--- config.mk ---
export PLATFORM = sky130hd
export DESIGN_NAME = prism_sp_rx_dispatch_flat
export DESIGN_NICKNAME = d
export VERILOG_FILES = /design/src/rtl/prism_sp_rx_dispatch_if.sv /design/src/rtl/prism_sp_rx_dispatch.sv /design/src/flat_wrapper.sv
export SDC_FILE = /design/constraint.sdc
export NUM_CORES = 1
export LEC_CHECK = 0
export CAP_MARGIN = 20
export CORE_MARGIN = 2
export CORE_UTILIZATION = 50
export CTS_CLUSTER_DIAMETER = 60
export DETAILED_ROUTE_END_ITERATION = 10
export PLACE_DENSITY_LB_ADDON = 0.08
export SYNTH_ARGS = -nofsm -noshare
export SYNTH_HDL_FRONTEND = slang
export SYNTH_SLANG_ARGS = --single-unit
--- constraint.sdc ---
create_clock -name clock -period 8.4 [get_ports clock]
set_clock_uncertainty 0.15 [all_clocks]
set_input_delay 0.84 -clock clock [delete_from_list [all_inputs] [get_ports clock]]
set_output_delay 0.84 -clock clock [all_outputs]
set_load 0.1 [all_outputs]
--- src/rtl/prism_sp_rx_dispatch_if.sv ---
// GEM RX beat stream as seen by the dispatcher: one beat per cycle, no back-pressure.
interface prism_sp_rx_dispatch_if #(
  parameter int DATA_WIDTH = 32
);
  localparam int BW = $clog2(DATA_WIDTH / 8) + 1;

  logic                  in_valid;
  logic                  in_sof;
  logic                  in_last;
  logic                  in_err;
  logic [BW-1:0]         in_bytes;
  logic [DATA_WIDTH-1:0] in_data;
  logic [7:0]            in_hash;

  modport master (
    output in_valid, in_sof, in_last, in_err, in_bytes, in_data, in_hash
  );

  modport slave (
    input in_valid, in_sof, in_last, in_err, in_bytes, in_data, in_hash
  );
endinterface

--- src/rtl/prism_sp_rx_dispatch.sv ---
// Steers whole GEM RX frames into one of NRXCORES data/meta FIFO pairs with
// admission control, truncation and saturating statistics.
module prism_sp_rx_dispatch #(
  parameter int NRXCORES        = 4,
  parameter int DATA_WIDTH      = 32,
  parameter int FREE_WIDTH      = 12,
  parameter int MAX_FRAME_BEATS = 512
) (
  input  logic                           clock,
  input  logic                           resetn,
  input  logic [1:0]                     mode,
  input  logic                           enable,
  input  logic                           counters_clear,
  prism_sp_rx_dispatch_if.slave          rx,
  input  logic [NRXCORES*FREE_WIDTH-1:0] data_free,
  input  logic [NRXCORES*FREE_WIDTH-1:0] meta_free,
  output logic [NRXCORES-1:0]            data_wr_en,
  output logic [DATA_WIDTH-1:0]          data_wr_data,
  output logic [NRXCORES-1:0]            meta_wr_en,
  output logic [31:0]                    meta_wr_data,
  output logic [31:0]                    frame_count,
  output logic [31:0]                    drop_count,
  output logic [31:0]                    trunc_count
);
  localparam int BPB = DATA_WIDTH / 8;
  localparam int BW  = $clog2(BPB) + 1;
  localparam int TW  = (NRXCORES > 1) ? $clog2(NRXCORES) : 1;
  localparam int BCW = $clog2(MAX_FRAME_BEATS + 1);

  typedef enum logic [1:0] {
    ST_IDLE    = 2'd0,
    ST_FORWARD = 2'd1,
    ST_DROP    = 2'd2
  } state_e;

  function automatic logic [NRXCORES-1:0] onehot(input logic [TW-1:0] idx);
    logic [NRXCORES-1:0] v;
    v = '0;
    for (int i = 0; i < NRXCORES; i++) begin
      v[i] = (idx == TW'(i));
    end
    return v;
  endfunction

  function automatic logic [15:0] sat_add16(input logic [15:0] a, input logic [BW-1:0] b);
    logic [16:0] s;
    s = {1'b0, a} + 17'(b);
    return s[16] ? 16'hFFFF : s[15:0];
  endfunction

  function automatic logic [31:0] sat_inc32(input logic [31:0] c, input logic inc);
    logic [31:0] r;
    if (inc && (c != 32'hFFFF_FFFF)) begin
      r = c + 32'd1;
    end else begin
      r = c;
    end
    return r;
  endfunction

  state_e                state_q, state_d;
  logic [TW-1:0]         rr_q, rr_d;
  logic [TW-1:0]         tgt_q, tgt_d;
  logic [BCW-1:0]        beat_cnt_q, beat_cnt_d;
  logic [15:0]           byte_len_q, byte_len_d;
  logic                  trunc_q, trunc_d;
  logic                  pend_v_q, pend_v_d;
  logic [TW-1:0]         pend_core_q, pend_core_d;
  logic [31:0]           pend_word_q, pend_word_d;
  logic [NRXCORES-1:0]   data_wr_en_q, data_wr_en_d;
  logic [DATA_WIDTH-1:0] data_wr_data_q, data_wr_data_d;
  logic [NRXCORES-1:0]   meta_wr_en_q, meta_wr_en_d;
  logic [31:0]           meta_wr_data_q, meta_wr_data_d;
  logic [31:0]           frame_count_q, frame_count_d;
  logic [31:0]           drop_count_q, drop_count_d;
  logic [31:0]           trunc_count_q, trunc_count_d;

  logic [TW-1:0]         best_idx_s, sel_tgt_s, rr_next_s;
  logic [FREE_WIDTH-1:0] best_free_s, sel_dfree_s, sel_mfree_s;
  logic                  admit_s, sof_s, keep_s;
  logic [BW-1:0]         last_bytes_s, beat_bytes_s;
  logic [15:0]           len_sum_s;
  logic                  close_v_s, new_v_s;
  logic [TW-1:0]         close_core_s, new_core_s;
  logic [31:0]           close_word_s, new_word_s;
  logic                  frame_inc_s, drop_inc_s, trunc_inc_s;

  assign sof_s = rx.in_valid & rx.in_sof;

  // Target selection (least-loaded, ties to lowest index) and admission check
  always_comb begin
    best_idx_s  = '0;
    best_free_s = data_free[0 +: FREE_WIDTH];
    for (int i = 1; i < NRXCORES; i++) begin
      if (data_free[i*FREE_WIDTH +: FREE_WIDTH] > best_free_s) begin
        best_free_s = data_free[i*FREE_WIDTH +: FREE_WIDTH];
        best_idx_s  = TW'(i);
      end else begin
        best_free_s = best_free_s;
      end
    end
    case (mode)
      2'd1:    sel_tgt_s = best_idx_s;
      2'd2:    sel_tgt_s = TW'(rx.in_hash & 8'(NRXCORES - 1));
      default: sel_tgt_s = rr_q;
    endcase
    sel_dfree_s = '0;
    sel_mfree_s = '0;
    for (int i = 0; i < NRXCORES; i++) begin
      if (sel_tgt_s == TW'(i)) begin
        sel_dfree_s = data_free[i*FREE_WIDTH +: FREE_WIDTH];
        sel_mfree_s = meta_free[i*FREE_WIDTH +: FREE_WIDTH];
      end else begin
        sel_dfree_s = sel_dfree_s;
      end
    end
    admit_s   = enable && (32'(sel_dfree_s) > 32'(MAX_FRAME_BEATS)) &&
                (sel_mfree_s > FREE_WIDTH'(1));
    rr_next_s = (rr_q == TW'(NRXCORES - 1)) ? TW'(0) : rr_q + TW'(1);
  end

  // State register
  always_ff @(posedge clock or negedge resetn) begin
    if (!resetn) begin
      state_q <= ST_IDLE;
    end else begin
      state_q <= state_d;
    end
  end

  // Next-state logic
  always_comb begin
    state_d = state_q;
    if (sof_s) begin
      if (rx.in_last) begin
        state_d = ST_IDLE;
      end else begin
        state_d = admit_s ? ST_FORWARD : ST_DROP;
      end
    end else if (rx.in_valid && rx.in_last && (state_q != ST_IDLE)) begin
      state_d = ST_IDLE;
    end else begin
      state_d = state_q;
    end
  end

  // Frame datapath: data writes, meta candidates, counter increments
  always_comb begin
    rr_d           = rr_q;
    tgt_d          = tgt_q;
    beat_cnt_d     = beat_cnt_q;
    byte_len_d     = byte_len_q;
    trunc_d        = trunc_q;
    data_wr_en_d   = '0;
    data_wr_data_d = data_wr_data_q;
    close_v_s      = 1'b0;
    close_core_s   = tgt_q;
    close_word_s   = {2'b11, 14'd0, byte_len_q};
    new_v_s        = 1'b0;
    new_core_s     = tgt_q;
    new_word_s     = 32'd0;
    frame_inc_s    = 1'b0;
    drop_inc_s     = 1'b0;
    trunc_inc_s    = 1'b0;
    last_bytes_s   = (rx.in_bytes == '0) ? BW'(BPB) : rx.in_bytes;
    beat_bytes_s   = rx.in_last ? last_bytes_s : BW'(BPB);
    keep_s         = (beat_cnt_q < BCW'(MAX_FRAME_BEATS));
    len_sum_s      = sat_add16(byte_len_q, beat_bytes_s);
    if (sof_s) begin
      // A SOF while forwarding means the previous frame lost its last beat
      if (state_q == ST_FORWARD) begin
        close_v_s   = 1'b1;
        trunc_inc_s = 1'b1;
      end else begin
        close_v_s = 1'b0;
      end
      rr_d       = rr_next_s;
      beat_cnt_d = '0;
      byte_len_d = 16'd0;
      trunc_d    = 1'b0;
      if (admit_s) begin
        tgt_d          = sel_tgt_s;
        data_wr_en_d   = onehot(sel_tgt_s);
        data_wr_data_d = rx.in_data;
        if (rx.in_last) begin
          new_v_s     = 1'b1;
          new_core_s  = sel_tgt_s;
          new_word_s  = {rx.in_err, 1'b0, 14'd0, 16'(last_bytes_s)};
          frame_inc_s = 1'b1;
        end else begin
          beat_cnt_d = BCW'(1);
          byte_len_d = 16'(BPB);
        end
      end else begin
        drop_inc_s = 1'b1;
      end
    end else if (rx.in_valid && (state_q == ST_FORWARD)) begin
      if (keep_s) begin
        data_wr_en_d   = onehot(tgt_q);
        data_wr_data_d = rx.in_data;
        beat_cnt_d     = beat_cnt_q + BCW'(1);
      end else begin
        beat_cnt_d = beat_cnt_q;
      end
      if (rx.in_last) begin
        new_v_s     = 1'b1;
        new_core_s  = tgt_q;
        new_word_s  = {rx.in_err, trunc_q | ~keep_s, 14'd0, len_sum_s};
        frame_inc_s = 1'b1;
        trunc_inc_s = trunc_q | ~keep_s;
        beat_cnt_d  = '0;
        byte_len_d  = 16'd0;
        trunc_d     = 1'b0;
      end else begin
        byte_len_d = len_sum_s;
        trunc_d    = trunc_q | ~keep_s;
      end
    end else begin
      rr_d = rr_q;
    end
  end

  // Meta write arbitration; a close and a single-beat frame in one cycle leave one word pending
  always_comb begin
    meta_wr_en_d   = '0;
    meta_wr_data_d = meta_wr_data_q;
    pend_v_d       = 1'b0;
    pend_core_d    = pend_core_q;
    pend_word_d    = pend_word_q;
    if (pend_v_q) begin
      // A pending word implies IDLE last cycle, so no close can coincide with it
      meta_wr_en_d   = onehot(pend_core_q);
      meta_wr_data_d = pend_word_q;
      pend_v_d       = new_v_s;
      pend_core_d    = new_core_s;
      pend_word_d    = new_word_s;
    end else if (close_v_s && new_v_s) begin
      pend_v_d = 1'b1;
      if (close_core_s != new_core_s) begin
        meta_wr_en_d   = onehot(new_core_s);
        meta_wr_data_d = new_word_s;
        pend_core_d    = close_core_s;
        pend_word_d    = close_word_s;
      end else begin
        meta_wr_en_d   = onehot(close_core_s);
        meta_wr_data_d = close_word_s;
        pend_core_d    = new_core_s;
        pend_word_d    = new_word_s;
      end
    end else if (close_v_s) begin
      meta_wr_en_d   = onehot(close_core_s);
      meta_wr_data_d = close_word_s;
    end else if (new_v_s) begin
      meta_wr_en_d   = onehot(new_core_s);
      meta_wr_data_d = new_word_s;
    end else begin
      meta_wr_en_d = '0;
    end
  end

  // Statistics; a clear wins over a same-cycle increment
  always_comb begin
    if (counters_clear) begin
      frame_count_d = 32'd0;
      drop_count_d  = 32'd0;
      trunc_count_d = 32'd0;
    end else begin
      frame_count_d = sat_inc32(frame_count_q, frame_inc_s);
      drop_count_d  = sat_inc32(drop_count_q, drop_inc_s);
      trunc_count_d = sat_inc32(trunc_count_q, trunc_inc_s);
    end
  end

  // Datapath and output registers
  always_ff @(posedge clock or negedge resetn) begin
    if (!resetn) begin
      rr_q           <= '0;
      tgt_q          <= '0;
      beat_cnt_q     <= '0;
      byte_len_q     <= 16'd0;
      trunc_q        <= 1'b0;
      pend_v_q       <= 1'b0;
      pend_core_q    <= '0;
      pend_word_q    <= 32'd0;
      data_wr_en_q   <= '0;
      data_wr_data_q <= '0;
      meta_wr_en_q   <= '0;
      meta_wr_data_q <= 32'd0;
      frame_count_q  <= 32'd0;
      drop_count_q   <= 32'd0;
      trunc_count_q  <= 32'd0;
    end else begin
      rr_q           <= rr_d;
      tgt_q          <= tgt_d;
      beat_cnt_q     <= beat_cnt_d;
      byte_len_q     <= byte_len_d;
      trunc_q        <= trunc_d;
      pend_v_q       <= pend_v_d;
      pend_core_q    <= pend_core_d;
      pend_word_q    <= pend_word_d;
      data_wr_en_q   <= data_wr_en_d;
      data_wr_data_q <= data_wr_data_d;
      meta_wr_en_q   <= meta_wr_en_d;
      meta_wr_data_q <= meta_wr_data_d;
      frame_count_q  <= frame_count_d;
      drop_count_q   <= drop_count_d;
      trunc_count_q  <= trunc_count_d;
    end
  end

  assign data_wr_en   = data_wr_en_q;
  assign data_wr_data = data_wr_data_q;
  assign meta_wr_en   = meta_wr_en_q;
  assign meta_wr_data = meta_wr_data_q;
  assign frame_count  = frame_count_q;
  assign drop_count   = drop_count_q;
  assign trunc_count  = trunc_count_q;
endmodule
--- src/flat_wrapper.sv ---
// flat-port wrapper written by rule: the top's interface ports become plain ports
module prism_sp_rx_dispatch_flat 
#(
  parameter int NRXCORES        = 4,
  parameter int DATA_WIDTH      = 32,
  parameter int FREE_WIDTH      = 12,
  parameter int MAX_FRAME_BEATS = 512
)
  (clock, resetn, mode, enable, counters_clear, data_free, meta_free, data_wr_en, data_wr_data, meta_wr_en, meta_wr_data, frame_count, drop_count, trunc_count, rx_in_valid, rx_in_sof, rx_in_last, rx_in_err, rx_in_bytes, rx_in_data, rx_in_hash);
  prism_sp_rx_dispatch_if #(.DATA_WIDTH(DATA_WIDTH)) rx_i ();
  input  logic clock;
  input  logic resetn;
  input  logic [1:0] mode;
  input  logic enable;
  input  logic counters_clear;
  input  logic [NRXCORES*FREE_WIDTH-1:0] data_free;
  input  logic [NRXCORES*FREE_WIDTH-1:0] meta_free;
  output logic [NRXCORES-1:0] data_wr_en;
  output logic [DATA_WIDTH-1:0] data_wr_data;
  output logic [NRXCORES-1:0] meta_wr_en;
  output logic [31:0] meta_wr_data;
  output logic [31:0] frame_count;
  output logic [31:0] drop_count;
  output logic [31:0] trunc_count;
  input wire logic [$bits(rx_i.in_valid)-1:0] rx_in_valid;
  input wire logic [$bits(rx_i.in_sof)-1:0] rx_in_sof;
  input wire logic [$bits(rx_i.in_last)-1:0] rx_in_last;
  input wire logic [$bits(rx_i.in_err)-1:0] rx_in_err;
  input wire logic [$bits(rx_i.in_bytes)-1:0] rx_in_bytes;
  input wire logic [$bits(rx_i.in_data)-1:0] rx_in_data;
  input wire logic [$bits(rx_i.in_hash)-1:0] rx_in_hash;
  assign rx_i.in_valid = rx_in_valid;
  assign rx_i.in_sof = rx_in_sof;
  assign rx_i.in_last = rx_in_last;
  assign rx_i.in_err = rx_in_err;
  assign rx_i.in_bytes = rx_in_bytes;
  assign rx_i.in_data = rx_in_data;
  assign rx_i.in_hash = rx_in_hash;
  prism_sp_rx_dispatch #(.NRXCORES(NRXCORES), .DATA_WIDTH(DATA_WIDTH), .FREE_WIDTH(FREE_WIDTH), .MAX_FRAME_BEATS(MAX_FRAME_BEATS)) u_core (.clock(clock), .resetn(resetn), .mode(mode), .enable(enable), .counters_clear(counters_clear), .rx(rx_i), .data_free(data_free), .meta_free(meta_free), .data_wr_en(data_wr_en), .data_wr_data(data_wr_data), .meta_wr_en(meta_wr_en), .meta_wr_data(meta_wr_data), .frame_count(frame_count), .drop_count(drop_count), .trunc_count(trunc_count));
endmodule
# Word level (Yosys, flattened, before mapping)
# Index checks and enable logic that the tools add are counted.
[totals]
reg_bits = 236
in_bits = 149
output_inout_bits = 168
wordCells = 166
[classes]
addsub = 6
magnitude_cmp = 6
n_eq_ne = 21
mux = 87
n_bitwise = 3
n_reduce_logical = 27
[ops]
columns = ["op", "n"]
rows = [
  ["32-bit 2-to-1 mux", 23],
  ["12-bit 2-to-1 mux", 10],
  ["32-bit by 1-bit adder with 32-bit output (second input constant)", 3],
  ["32-bit != test (second input constant)", 3],
  ["16-bit 2-to-1 mux", 5],
  ["10-bit 2-to-1 mux", 5],
  ["12-bit greater-than comparator", 3],
  ["4-bit 2-to-1 mux", 9],
  ["2-bit 2-to-1 mux", 13],
  ["2-bit equality test (second input constant)", 10],
  ["1-bit 2-to-1 mux", 18],
  ["16-bit by 3-bit adder with 17-bit output", 1],
  ["2-bit nonzero test", 8],
  ["2-bit by 1-bit equality test with 1-bit output (second input constant)", 6],
  ["12-bit by 1-bit greater-than comparator with 1-bit output (second input constant)", 1],
  ["12-bit by 10-bit greater-than comparator with 1-bit output (second input constant)", 1],
  ["10-bit by 1-bit adder with 10-bit output (second input constant)", 1],
  ["10-bit less-than comparator (second input constant)", 1],
  ["1-bit logical AND", 9],
  ["3-bit 2-to-1 mux", 3],
  ["2-bit zero test", 4],
  ["2-bit one-hot mux with 2 select lines", 1],
  ["2-bit AND reduction", 2],
  ["4-bit nonzero test", 1],
  ["9 further kinds", 9],
]

# Logic depth before layout (Yosys ltp)
# Gate-level depths: netlist (run 1).
[depth]
depth_word = 22
ltp_mapped = 31
mapped_depth_nobuf = 26

# Worst setup path after synthesis (run 1)
# Ideal clock, no wire load.
[synth_timing]
path_type = "input port to flip-flop"
start = "input port data_free[1]"
end = "register u_core.drop_count_q[19], in the netlist u_core.drop_count[19]"
setup_time_ns = 0.128
arrival_time_ns = 6.965
t_required_ns = 8.122
path_slack_ns = 1.158
cell_stages = 28
cell_sequence = "inv_1 > ha_1 > nor2b_1 > o211ai_1 > a211oi_1 > o31a_1 > buf_1 > a21oi_1 > ha_1 > nand4_1 > or3_1 > a21o_1 > a31oi_4 > clkbuf_1 > mux2_2 > ha_1 > a21oi_1 > o21ai_1 > a2111oi_2 > o31ai_1 > a31oi_1 > mux2i_1 > mux2_4 > buf_6 > a211oi_4 > buf_4 > nand3_1 > mux2_1"
[synth_via]
elab_chain_len = 19
[synth_rtl]
columns = ["item", "line", "rtl"]
rows = [
  ["start: declaration", "flat_wrapper.sv:16", "input logic [NRXCORES*FREE_WIDTH-1:0] data_free;"],
  ["12-bit greater-than comparator", "prism_sp_rx_dispatch.sv:95", "if (data_free[i*FREE_WIDTH +: FREE_WIDTH] > best_free_s) begin"],
  ["12-bit 2-to-1 mux", "prism_sp_rx_dispatch.sv:95", ""],
  ["12-bit greater-than comparator", "prism_sp_rx_dispatch.sv:95", ""],
  ["12-bit 2-to-1 mux", "prism_sp_rx_dispatch.sv:95", ""],
  ["12-bit greater-than comparator", "prism_sp_rx_dispatch.sv:95", ""],
  ["2-bit 2-to-1 mux", "prism_sp_rx_dispatch.sv:95", ""],
  ["2-bit one-hot mux with 2 select lines", "prism_sp_rx_dispatch.sv:102", "case (mode)"],
  ["2-bit zero test", "prism_sp_rx_dispatch.sv:110", "if (sel_tgt_s == TW'(i)) begin"],
  ["12-bit 2-to-1 mux (4 in series)", "prism_sp_rx_dispatch.sv:110", ""],
  ["12-bit by 10-bit greater-than comparator with 1-bit output", "prism_sp_rx_dispatch.sv:117", "admit_s = enable && (32'(sel_dfree_s) > 32'(MAX_FRAME_BEATS)) &&"],
  ["1-bit logical AND", "prism_sp_rx_dispatch.sv:117", ""],
  ["1-bit logical AND *", "prism_sp_rx_dispatch.sv:117", ""],
  ["1-bit 2-to-1 mux *", "prism_sp_rx_dispatch.sv:181", "if (admit_s) begin"],
  ["1-bit 2-to-1 mux *", "prism_sp_rx_dispatch.sv:169", "if (sof_s) begin"],
  ["1-bit logical AND *", "prism_sp_rx_dispatch.sv:53", "if (inc && (c != 32'hFFFF_FFFF)) begin"],
  ["2-bit nonzero test (no line) *", "n/a", ""],
  ["end signal: assignment", "prism_sp_rx_dispatch.sv:306", "drop_count_q <= drop_count_d;"],
  ["end: declaration", "prism_sp_rx_dispatch.sv:75", "logic [31:0] drop_count_q, drop_count_d;"],
]
# Mark *: on every way between the ends. The rest lies on a longest branch, timed or not.
# A chain may end at the register's enable or synchronous reset.

# Worst setup path in the final report (run 1)
[layout_timing]
start = "input port data_free[1]"
end = "register u_core.drop_count_q[6], in the netlist u_core.drop_count[6]"
# Same word-level chain as after synthesis.

==> metrics.txt, run 1 <==
placed cell area=15600 um2; fillers=1928; final cell count without fillers=1997; area leader, netlist=dfrtp_1; CP arrival=8.08 ns; CTS Root Buffer Type=clkbuf_16; Hold Path Class=primary input to asynchronous set/reset pin; Cells after Synth=1385; crit share post-route=93.2%; RSZ-0062 raised after global routing=false; vias in the first global route=11221; Initial Util=51.0%; Clock Tree Buf Depth=3; drt initial violations=903; dpl hpwl=24.8 mm; clock buffer count from CTS=25; largest net degree at the start of global routing=112; crit path max fanout=23; RR Endpoint=u_core.trunc_count[25]; Placeable Area=24300 um2; post-synthesis sequential area ratio=42.0%; Netlist Area Pre-Place=12400 um2; GR Util All Layers=26.3%; number of synthesized register bits=208; I/O Buffers=292; Post-synth EDFFs=0; FMAX=128 MHz; first-pass GRT wire length=56.7 mm; CTS Hold Buffers Added=0; # clock sinks=208; Detail Route Antenna Nets=0; CTS tree=done; Leak Pwr=0.00680 uW; initial antenna violation count=1; R2R cell count=10; Power Total=3560 uW; # IOs=317; clk slew on worst S/H paths=0.06 ns; final instance area=16500 um2; Synth cell types=77; die area=26100 um2; later-pin clock latency in the skew report=0.54 ns; CP Launch Type=primary input; relative slew slack=27.7%; Worst VDD drop=0.272 mV; DRC Markers=0; Routed WL=35.1 mm; Reg2Reg Setup Slack=4.91 ns; # setup viols final=0; critical path type=primary input to register; Via density=5.78; status=completed; Placed Cells=1950; Avg WL per Cell=17.6 um; post-CTS setup buffer count=0; nets=1851; worst slew pin tran=1.08 ns; Area contributors post-synth=dfrtp_1 (42%), a21oi_1 (4.9%), ha_1 (4.6%), nor2_1 (4.5%), mux2_2 (3.5%); top-count cell post-synth=dfrtp_1; Post-synth top flop=dfrtp_1; syn_area_per_cell=8.95 um2; share of the synthesized area in the top cell type=42.0%; ys async rst share=100%; Crit path required time=8.65 ns; first-pass iteration count of the detailed router=5; setup TNS=0 ns; Fin Hold WS=0.169 ns; layout overhead on the synthesized area=33.3%; gpl congestion=0.863; via count=11539; fin crit period=7.83 ns; Pwr Density=215 nW/um2; final hold vios=0; synth warn=0; Critical Path End Type=register; FP Rows=57; gr ovfl total=0; worst r2r src=u_core.state_q[0]; Die W=161 um; H-tree depth=1; count of pins over their slew limit=0; MaxCap Viol Count=0; Synth top cells by count=dfrtp_1 (208), nor2_1 (150), a21oi_1 (122); die height=161 um; layout cells sized above 1=7.54%
## registers in the layout, summed over array words and instances (netlist names)
register / flops
u_core.beat_cnt_q: 10
u_core.byte_len_q: 16
u_core.close_core_s: 2
u_core.data_wr_data: 32
u_core.data_wr_en: 4
u_core.drop_count: 32
u_core.frame_count: 32
u_core.meta_wr_data: 18
u_core.meta_wr_en: 4
u_core.pend_core_q: 2
u_core.pend_v_q: 1
u_core.pend_word_q: 18
u_core.rr_q: 2
u_core.state_q: 2
u_core.trunc_count: 32
u_core.trunc_q: 1
## cells in the final DEF (no fill, tap or decap), types with 39 or more instances in the layout
cell             count
nand3_1             71
clkdlybuf4s50_1    290
inv_1               64
ha_1                46
nand2_1            105
o21ai_0             55
a21oi_1            121
mux2_2              39
dfrtp_1            208
nor2_1             150
## critical path: stages
cell and delay, ns:
clkdlybuf4s50_1 0.48, inv_1 0.06, ha_1 0.30, nor2b_1 0.13
o211ai_1 0.16, a211oi_1 0.12, o31a_2 0.50, nor2_1 0.14
a21oi_1 0.08, ha_1 0.34, nand4_1 0.12, or3_1 0.41
a21o_1 0.20, a31oi_4 0.42, mux2_2 0.39, ha_1 0.32
a21oi_1 0.16, a311oi_1 0.12, a2111oi_2 0.44, o31ai_1 0.14
a31oi_1 0.37, mux2i_1 0.18, mux2_4 0.45, a2111oi_4 0.38
buf_4 0.29, and3_1 0.20, mux2_1 0.31
## cell families after synthesis
kind of cell             Yosys count  synth area share [%]
AO/OA/AOI/OAI                    336                  17.6
XOR/XNOR                          44                  3.11
adder cells (fa/ha/maj)           47                  4.80
buffers and inverters            152                  5.25
flip-flops                       208                  42.0
multiplexers                      64                  5.81
other                              1                0.0302
AND/OR/NAND/NOR                  533                  21.4
## cell type report
cell class | instances | area [um2] | area share [%]
repair buffers | 318 | 3170 | 19.2
clock buffers | 32 | 722 | 4.37
flip-flops and latches | 208 | 5200 | 31.5
inverters | 64 | 240 | 1.45
well taps | 324 | 405 | 2.45
diodes | 1 | 2.50 | 0.0151
multi-input cells | 1038 | 6610 | 40.0
clock inverters | 12 | 173 | 1.04
## metrics by stage
step	setup slack [ns]	util [%]
final	0.574	68.0
after global routing	0.0107	68.0
after detailed placement	-0.183	64.1
after CTS	0.330	67.7
after global placement	-0.0347	64.1
after floorplan	1.16	-
## what timing repair did
item                                    4_1_cts  5_1_grt
hold endpoints to repair                      0        0
endpoints found under the setup margin        0      101
gates resized for setup                       0        1
## worst max-delay path by stage
stage / start / to / slack, ns / cells past startpoint
global route: data_free[10] / u_core.drop_count[6] / 0.01 / 25
floorplan: data_free[1] / u_core.drop_count[19] / 1.16 / 28
detailed placement: data_free[1] / u_core.drop_count[6] / -0.18 / 26
finish: data_free[1] / u_core.drop_count[6] / 0.57 / 27
CTS: data_free[1] / u_core.drop_count[6] / 0.33 / 26
global placement: data_free[1] / u_core.drop_count[6] / -0.03 / 26
## layer usage
metal / vias to the layer above / global-route usage [%] / share of wire [%]
met5: - / 0 / 0
li1: 5540 / - / -
met4: 0 / 5.80 / 1.8
met2: 387 / 43.9 / 48
met1: 5552 / 34.0 / 42
met3: 60 / 7.55 / 8.8
## report_power, final
part | internal [uW] | leakage [uW] | switching, uW
combinational | 344 | 0.00358 | 883
sequential | 1100 | 0.00278 | 64.8
clock | 727 | 0.000440 | 438
Power figures use the tool's default switching activity.
==> inputs of run 2 (changes only) <==
- PLACE_DENSITY: not set -> 0.81
- PLACE_DENSITY_LB_ADDON: 0.08 -> not set
- SLEW_MARGIN: not set -> 10
==> run 2 against run 1 <==
Compared with the run above: final area down 0.43%; final cell count down 0.35%; critical path depth unchanged; clock power about the same; first-iteration DRC count down 34%; maximum frequency down 0.63%; critical endpoint is now u_core.pend_word_q[2].
==> metrics.txt, run 2 (synthesis results as in run 1) <==
worst r2r src=u_core.byte_len_q[0] (was u_core.state_q[0]); die height=161 um (unchanged); FP Rows=57 (unchanged); CTS Root Buffer Type=clkbuf_16 (unchanged); relative slew slack=25.1% (was 27.7%); fin crit period=7.88 ns (was 7.83 ns); Placeable Area=24300 um2 (unchanged); critical path type=primary input to register (unchanged); largest net degree at the start of global routing=88 (was 112); status=completed (unchanged); Clock Tree Buf Depth=3 (unchanged); via count=11629 (was 11539); clock buffer count from CTS=25 (unchanged); Initial Util=51.0% (unchanged); Hold Path Class=primary input to asynchronous set/reset pin (unchanged); count of pins over their slew limit=0 (unchanged); # IOs=317 (unchanged); Pwr Density=216 nW/um2 (was 215 nW/um2); dpl hpwl=25.5 mm (was 24.8 mm); initial antenna violation count=0 (was 1); CTS tree=done (unchanged); Detail Route Antenna Nets=0 (unchanged); Fin Hold WS=0.184 ns (was 0.169 ns); vias in the first global route=11506 (was 11221); Multi-input gate area=6610 um2 (unchanged); CP Launch Type=primary input (unchanged); nets=1845 (was 1851); setup TNS=0 ns (unchanged); CP top delay family=compound AO/OA/AOI/OAI gates (unchanged); DRC Markers=0 (unchanged); CP peak stage delay=0.49 ns (was 0.50 ns); die area=26100 um2 (unchanged); Critical Path Slowest Stage Cell=a2111oi_2 (was o31a_2); Reg2Reg Setup Slack=4.82 ns (was 4.91 ns); crit share post-route=93.8% (was 93.2%); CP arrival=8.17 ns (was 8.08 ns); layout overhead on the synthesized area=32.7% (was 33.3%); RR Endpoint=u_core.meta_wr_data[1] (was u_core.trunc_count[25]); fillers=1922 (was 1928); final hold vios=0 (unchanged); Worst VDD drop=0.267 mV (was 0.272 mV); Seq. cell area=5200 um2 (unchanged); later-pin clock latency in the skew report=0.54 ns (about the same); CTS Hold Buffers Added=0 (unchanged); worst slew pin tran=1.12 ns (was 1.08 ns); Critical Path End Type=register (unchanged); H-tree depth=1 (unchanged); clk slew on worst S/H paths=0.06 ns (about the same); final instance area=16500 um2 (about the same); gpl congestion=0.902 (was 0.863); MaxCap Viol Count=0 (unchanged); CP most frequent cell=ha_1 (unchanged); # clock sinks=208 (unchanged); placed cell area=15600 um2 (about the same); first-pass GRT wire length=57.9 mm (was 56.7 mm); # setup viols final=0 (unchanged); R2R cell count=11 (was 10); FMAX=127 MHz (was 128 MHz); most common cell after layout, fill and taps aside=clkdlybuf4s50_1 (unchanged); Via density=5.84 (was 5.78); Crit path required time=8.69 ns (was 8.65 ns); Routed WL=35.5 mm (was 35.1 mm); layout cells sized above 1=7.14% (was 7.54%); GR Util All Layers=26.8% (was 26.3%); Inserted Diodes=0 (was 1); Avg WL per Cell=17.8 um (was 17.6 um); Die W=161 um (unchanged); RSZ-0062 raised after global routing=false (unchanged); Buf/Inv on CP=4 (was 3); crit path max fanout=22 (was 23); Leak Pwr=0.00677 uW (was 0.00680 uW); gr ovfl total=0 (unchanged); commonest non-fill, non-tap cells in the layout=clkdlybuf4s50_1 (290), dfrtp_1 (208), nor2_1 (150), a21oi_1 (121), nand2_1 (105) (unchanged); first-pass iteration count of the detailed router=5 (unchanged); I/O Buffers=292 (unchanged); drt initial violations=599 (was 903); Worst path depth=27 (unchanged)
[run 2: final cells by class]
cell class / count / area share (%)
multi-input cells: 1038 / 40.2
repair buffers: 312 / 18.8
flip-flops and latches: 208 / 31.6
clock inverters: 9 / 0.882
clock buffers: 35 / 4.58
well taps: 324 / 2.46
inverters: 64 / 1.46
[run 2: layer usage]
metal / GRT usage (%) / share of wire (%) / wire length (um) / up-vias
met4: 7.63 / 2.9 / 1040 / 0
met2: 45.7 / 48 / 17100 / 419
met1: 34.1 / 41 / 14600 / 5589
met5: 0 / 0 / 0 / -
met3: 6.19 / 7.8 / 2780 / 77
li1: - / - / - / 5544
[run 2: power by group]
part / total (uW) / internal (uW) / switching, uW
combinational: 1230 / 343 / 887
clock: 1160 / 720 / 443
sequential: 1170 / 1100 / 66.8
[run 2: how the worst max path moves through the flow]
stage | startpoint | to | slack, ns
floorplan | data_free[1] | u_core.drop_count[19] | 1.16
detailed placement | data_free[1] | u_core.pend_word_q[1] | -0.24
global route | data_free[1] | u_core.pend_word_q[2] | 0.03
finish | data_free[1] | u_core.pend_word_q[2] | 0.52
global placement | data_free[1] | u_core.data_wr_data[26] | -0.06
CTS | data_free[1] | u_core.pend_word_q[2] | 0.33
[run 2: timing repair]
item	CTS	global route
setup endpoints to repair	0	85
resized for setup	0	1
buffers inserted	0	0
endpoints found under the hold margin	0	0
[run 2: per-stage QoR]
step / utilization, % / worst slack [ns] / power [uW] / cells
4_1_cts: 67.7 / 0.327 / 3580 / 1990
5_1_grt: 67.7 / 0.0316 / 3690 / 1990
3_3_place_gp: 64.0 / -0.0631 / 2390 / 1946
2_1_floorplan: - / 1.16 / 2070 / 1398
6_report: 67.7 / 0.524 / 3560 / 1990
3_5_place_dp: 64.0 / -0.239 / 2410 / 1946
==> inputs of run 3 (changes only) <==
- CORE_MARGIN: 2 -> not set
==> run 3 against run 2 <==
Compared with the run above: flip-flop and latch count unchanged; core utilization decreased by 0.36 points; hold slack improved by 0.049 ns; sequential share of layout area increased by 0.17 points; combinational power about the same; final area decreased by 0.53%; largest cell class unchanged.
==> metrics.txt, run 3 (synthesis results as in run 1) <==
Avg WL per Cell=18.1 um (was 17.8 um); I/O Buffers=292 (unchanged); gr ovfl total=0 (unchanged); Detail Route Antenna Nets=0 (unchanged); Critical Path End Type=register (unchanged); status=completed (unchanged); Leak Pwr=0.00672 uW (was 0.00677 uW); DRC Markers=0 (unchanged); # setup viols final=0 (unchanged); final cell count without fillers=1991 (was 1990); MaxCap Viol Count=0 (unchanged); first-pass GRT wire length=59.1 mm (was 57.9 mm); post-route setup slack=0.487 ns (was 0.524 ns); CTS Hold Buffers Added=0 (unchanged); die height=159 um (was 161 um); Routed WL=36.0 mm (was 35.5 mm); via count=11790 (was 11629); clk slew on worst S/H paths=0.06 ns (about the same); fin crit period=7.91 ns (was 7.88 ns); die area=25400 um2 (was 26100 um2); drt initial violations=999 (was 599); Setup crit start=data_free[1] (unchanged); R2R cell count=10 (was 11); initial antenna violation count=0 (unchanged); Die W=159 um (was 161 um); first-pass iteration count of the detailed router=5 (unchanged); Placed Cells=1947 (was 1946); # IOs=317 (unchanged); Pwr Density=212 nW/um2 (was 216 nW/um2); internal power=2080 uW (was 2160 uW); switching power=1400 uW (about the same); Via density=5.92 (was 5.84); CTS Root Buffer Type=clkbuf_16 (unchanged); switching part of the total power=40.3% (was 39.3%); final hold vios=0 (unchanged); placed cell area=15600 um2 (about the same); final instance area=16400 um2 (was 16500 um2); layout overhead on the synthesized area=32.0% (was 32.7%); FMAX=126 MHz (was 127 MHz); Worst VDD drop=0.230 mV (was 0.267 mV); RR Endpoint=u_core.trunc_count[31] (was u_core.meta_wr_data[1]); GR Util All Layers=28.1% (was 26.8%); most common cell after layout, fill and taps aside=clkdlybuf4s50_1 (unchanged); Crit path required time=8.67 ns (was 8.69 ns); relative slew slack=25.7% (was 25.1%); Hold Path Class=primary input to asynchronous set/reset pin (unchanged); worst r2r src=u_core.state_q[1] (was u_core.byte_len_q[0]); register share of total power=33.7% (was 32.8%); post-CTS setup buffer count=0 (unchanged); dpl ws=-0.317 ns (was -0.239 ns); Placeable Area=24300 um2 (unchanged); # clock sinks=208 (unchanged); crit path max fanout=22 (unchanged); layout cells sized above 1=7.08% (was 7.14%); count of pins over their slew limit=0 (unchanged); clock buffer count from CTS=25 (unchanged); Clock Tree Buf Depth=3 (unchanged); Clock Power Share=30.8% (was 32.7%); vias in the first global route=11734 (was 11506); H-tree depth=1 (unchanged); CP arrival=8.18 ns (was 8.17 ns); dpl hpwl=25.6 mm (was 25.5 mm); fillers=1995 (was 1922); largest net degree at the start of global routing=101 (was 88); critical path type=primary input to register (unchanged); gpl congestion=0.884 (was 0.902); nets=1846 (was 1845); worst slew pin tran=1.11 ns (was 1.12 ns); FP Rows=57 (unchanged); Multi-input gate area=6610 um2 (about the same); Seq. cell area=5200 um2 (unchanged); Inserted Diodes=0 (unchanged); commonest non-fill, non-tap cells in the layout=clkdlybuf4s50_1 (290), dfrtp_1 (208), nor2_1 (150), a21oi_1 (121), nand2_1 (105) (unchanged); Power Total=3480 uW (was 3560 uW); later-pin clock latency in the skew report=0.53 ns (was 0.54 ns); Gate power share=35.5% (was 34.5%); Reg2Reg Setup Slack=4.88 ns (was 4.82 ns); CP Launch Type=primary input (unchanged); crit share post-route=94.2% (was 93.8%); Fin Hold WS=0.233 ns (was 0.184 ns); CTS tree=done (unchanged); Initial Util=51.0% (unchanged)
run 3: area by class of cell:
class | instances | area share, %
Timing Repair Buffer | 313 | 18.9
Multi-Input combinational cell | 1038 | 40.4
Sequential cell | 208 | 31.8
Tap cell | 324 | 2.48
Inverter | 64 | 1.47
Clock buffer | 35 | 4.42
Clock inverter | 9 | 0.558
run 3: how the worst max path moves through the flow:
stage / to / slack [ns] / depth (start not counted)
finish: u_core.drop_count[6] / 0.49 / 26
global route: u_core.drop_count[20] / -0.02 / 26
CTS: u_core.pend_word_q[5] / 0.22 / 26
detailed placement: u_core.pend_word_q[5] / -0.32 / 26
global placement: u_core.drop_count[6] / -0.04 / 26
floorplan: u_core.drop_count[19] / 1.16 / 28
run 3: per-stage QoR:
stage | TNS (ns) | util, %
after floorplan | 0 | -
after global placement | -0.117 | 64.0
after detailed placement | -8.08 | 64.0
after CTS | 0 | 67.3
after global routing | -0.0397 | 67.3
final | 0 | 67.3
run 3: critical path, stage by stage:
cell	delay [ns]
clkdlybuf4s50_1	0.49
inv_1	0.06
ha_1	0.29
nor2b_1	0.14
o211ai_1	0.09
a211oi_1	0.30
o31a_2	0.45
a21oi_1	0.18
ha_1	0.35
nand4_1	0.13
or3_1	0.40
a21o_1	0.19
a31oi_4	0.41
mux2_2	0.39
ha_1	0.32
a21oi_1	0.18
o21ai_1	0.13
a2111oi_2	0.48
o31ai_1	0.15
a31oi_1	0.35
mux2i_1	0.18
mux2_4	0.40
a2111oi_4	0.47
buf_4	0.30
and3_1	0.19
mux2_1	0.31
run 3: what timing repair did:
item / in CTS / in global routing
hold endpoints to repair: 0 / 0
resized for setup: 0 / 2
setup endpoints to repair: 0 / 79
run 3: power by group through the flow:
stage / Sequential [uW] / Clock (uW) / Combinational, uW
2_1_floorplan: 1750 / 0 / 323
5_1_grt: 1180 / 1130 / 1290
3_5_place_dp: 1180 / 0 / 1230
3_3_place_gp: 1180 / 0 / 1210
6_report: 1170 / 1070 / 1230
4_1_cts: 1170 / 1090 / 1230
run 3: routing by layer:
layer  global-route usage, %  wire [um]  share of wire (%)
met5                       0          0                  0
met4                    6.99        713                2.0
met3                    6.51       3020                8.4
met2                    49.9      18000                 50
met1                    34.1      14300                 40
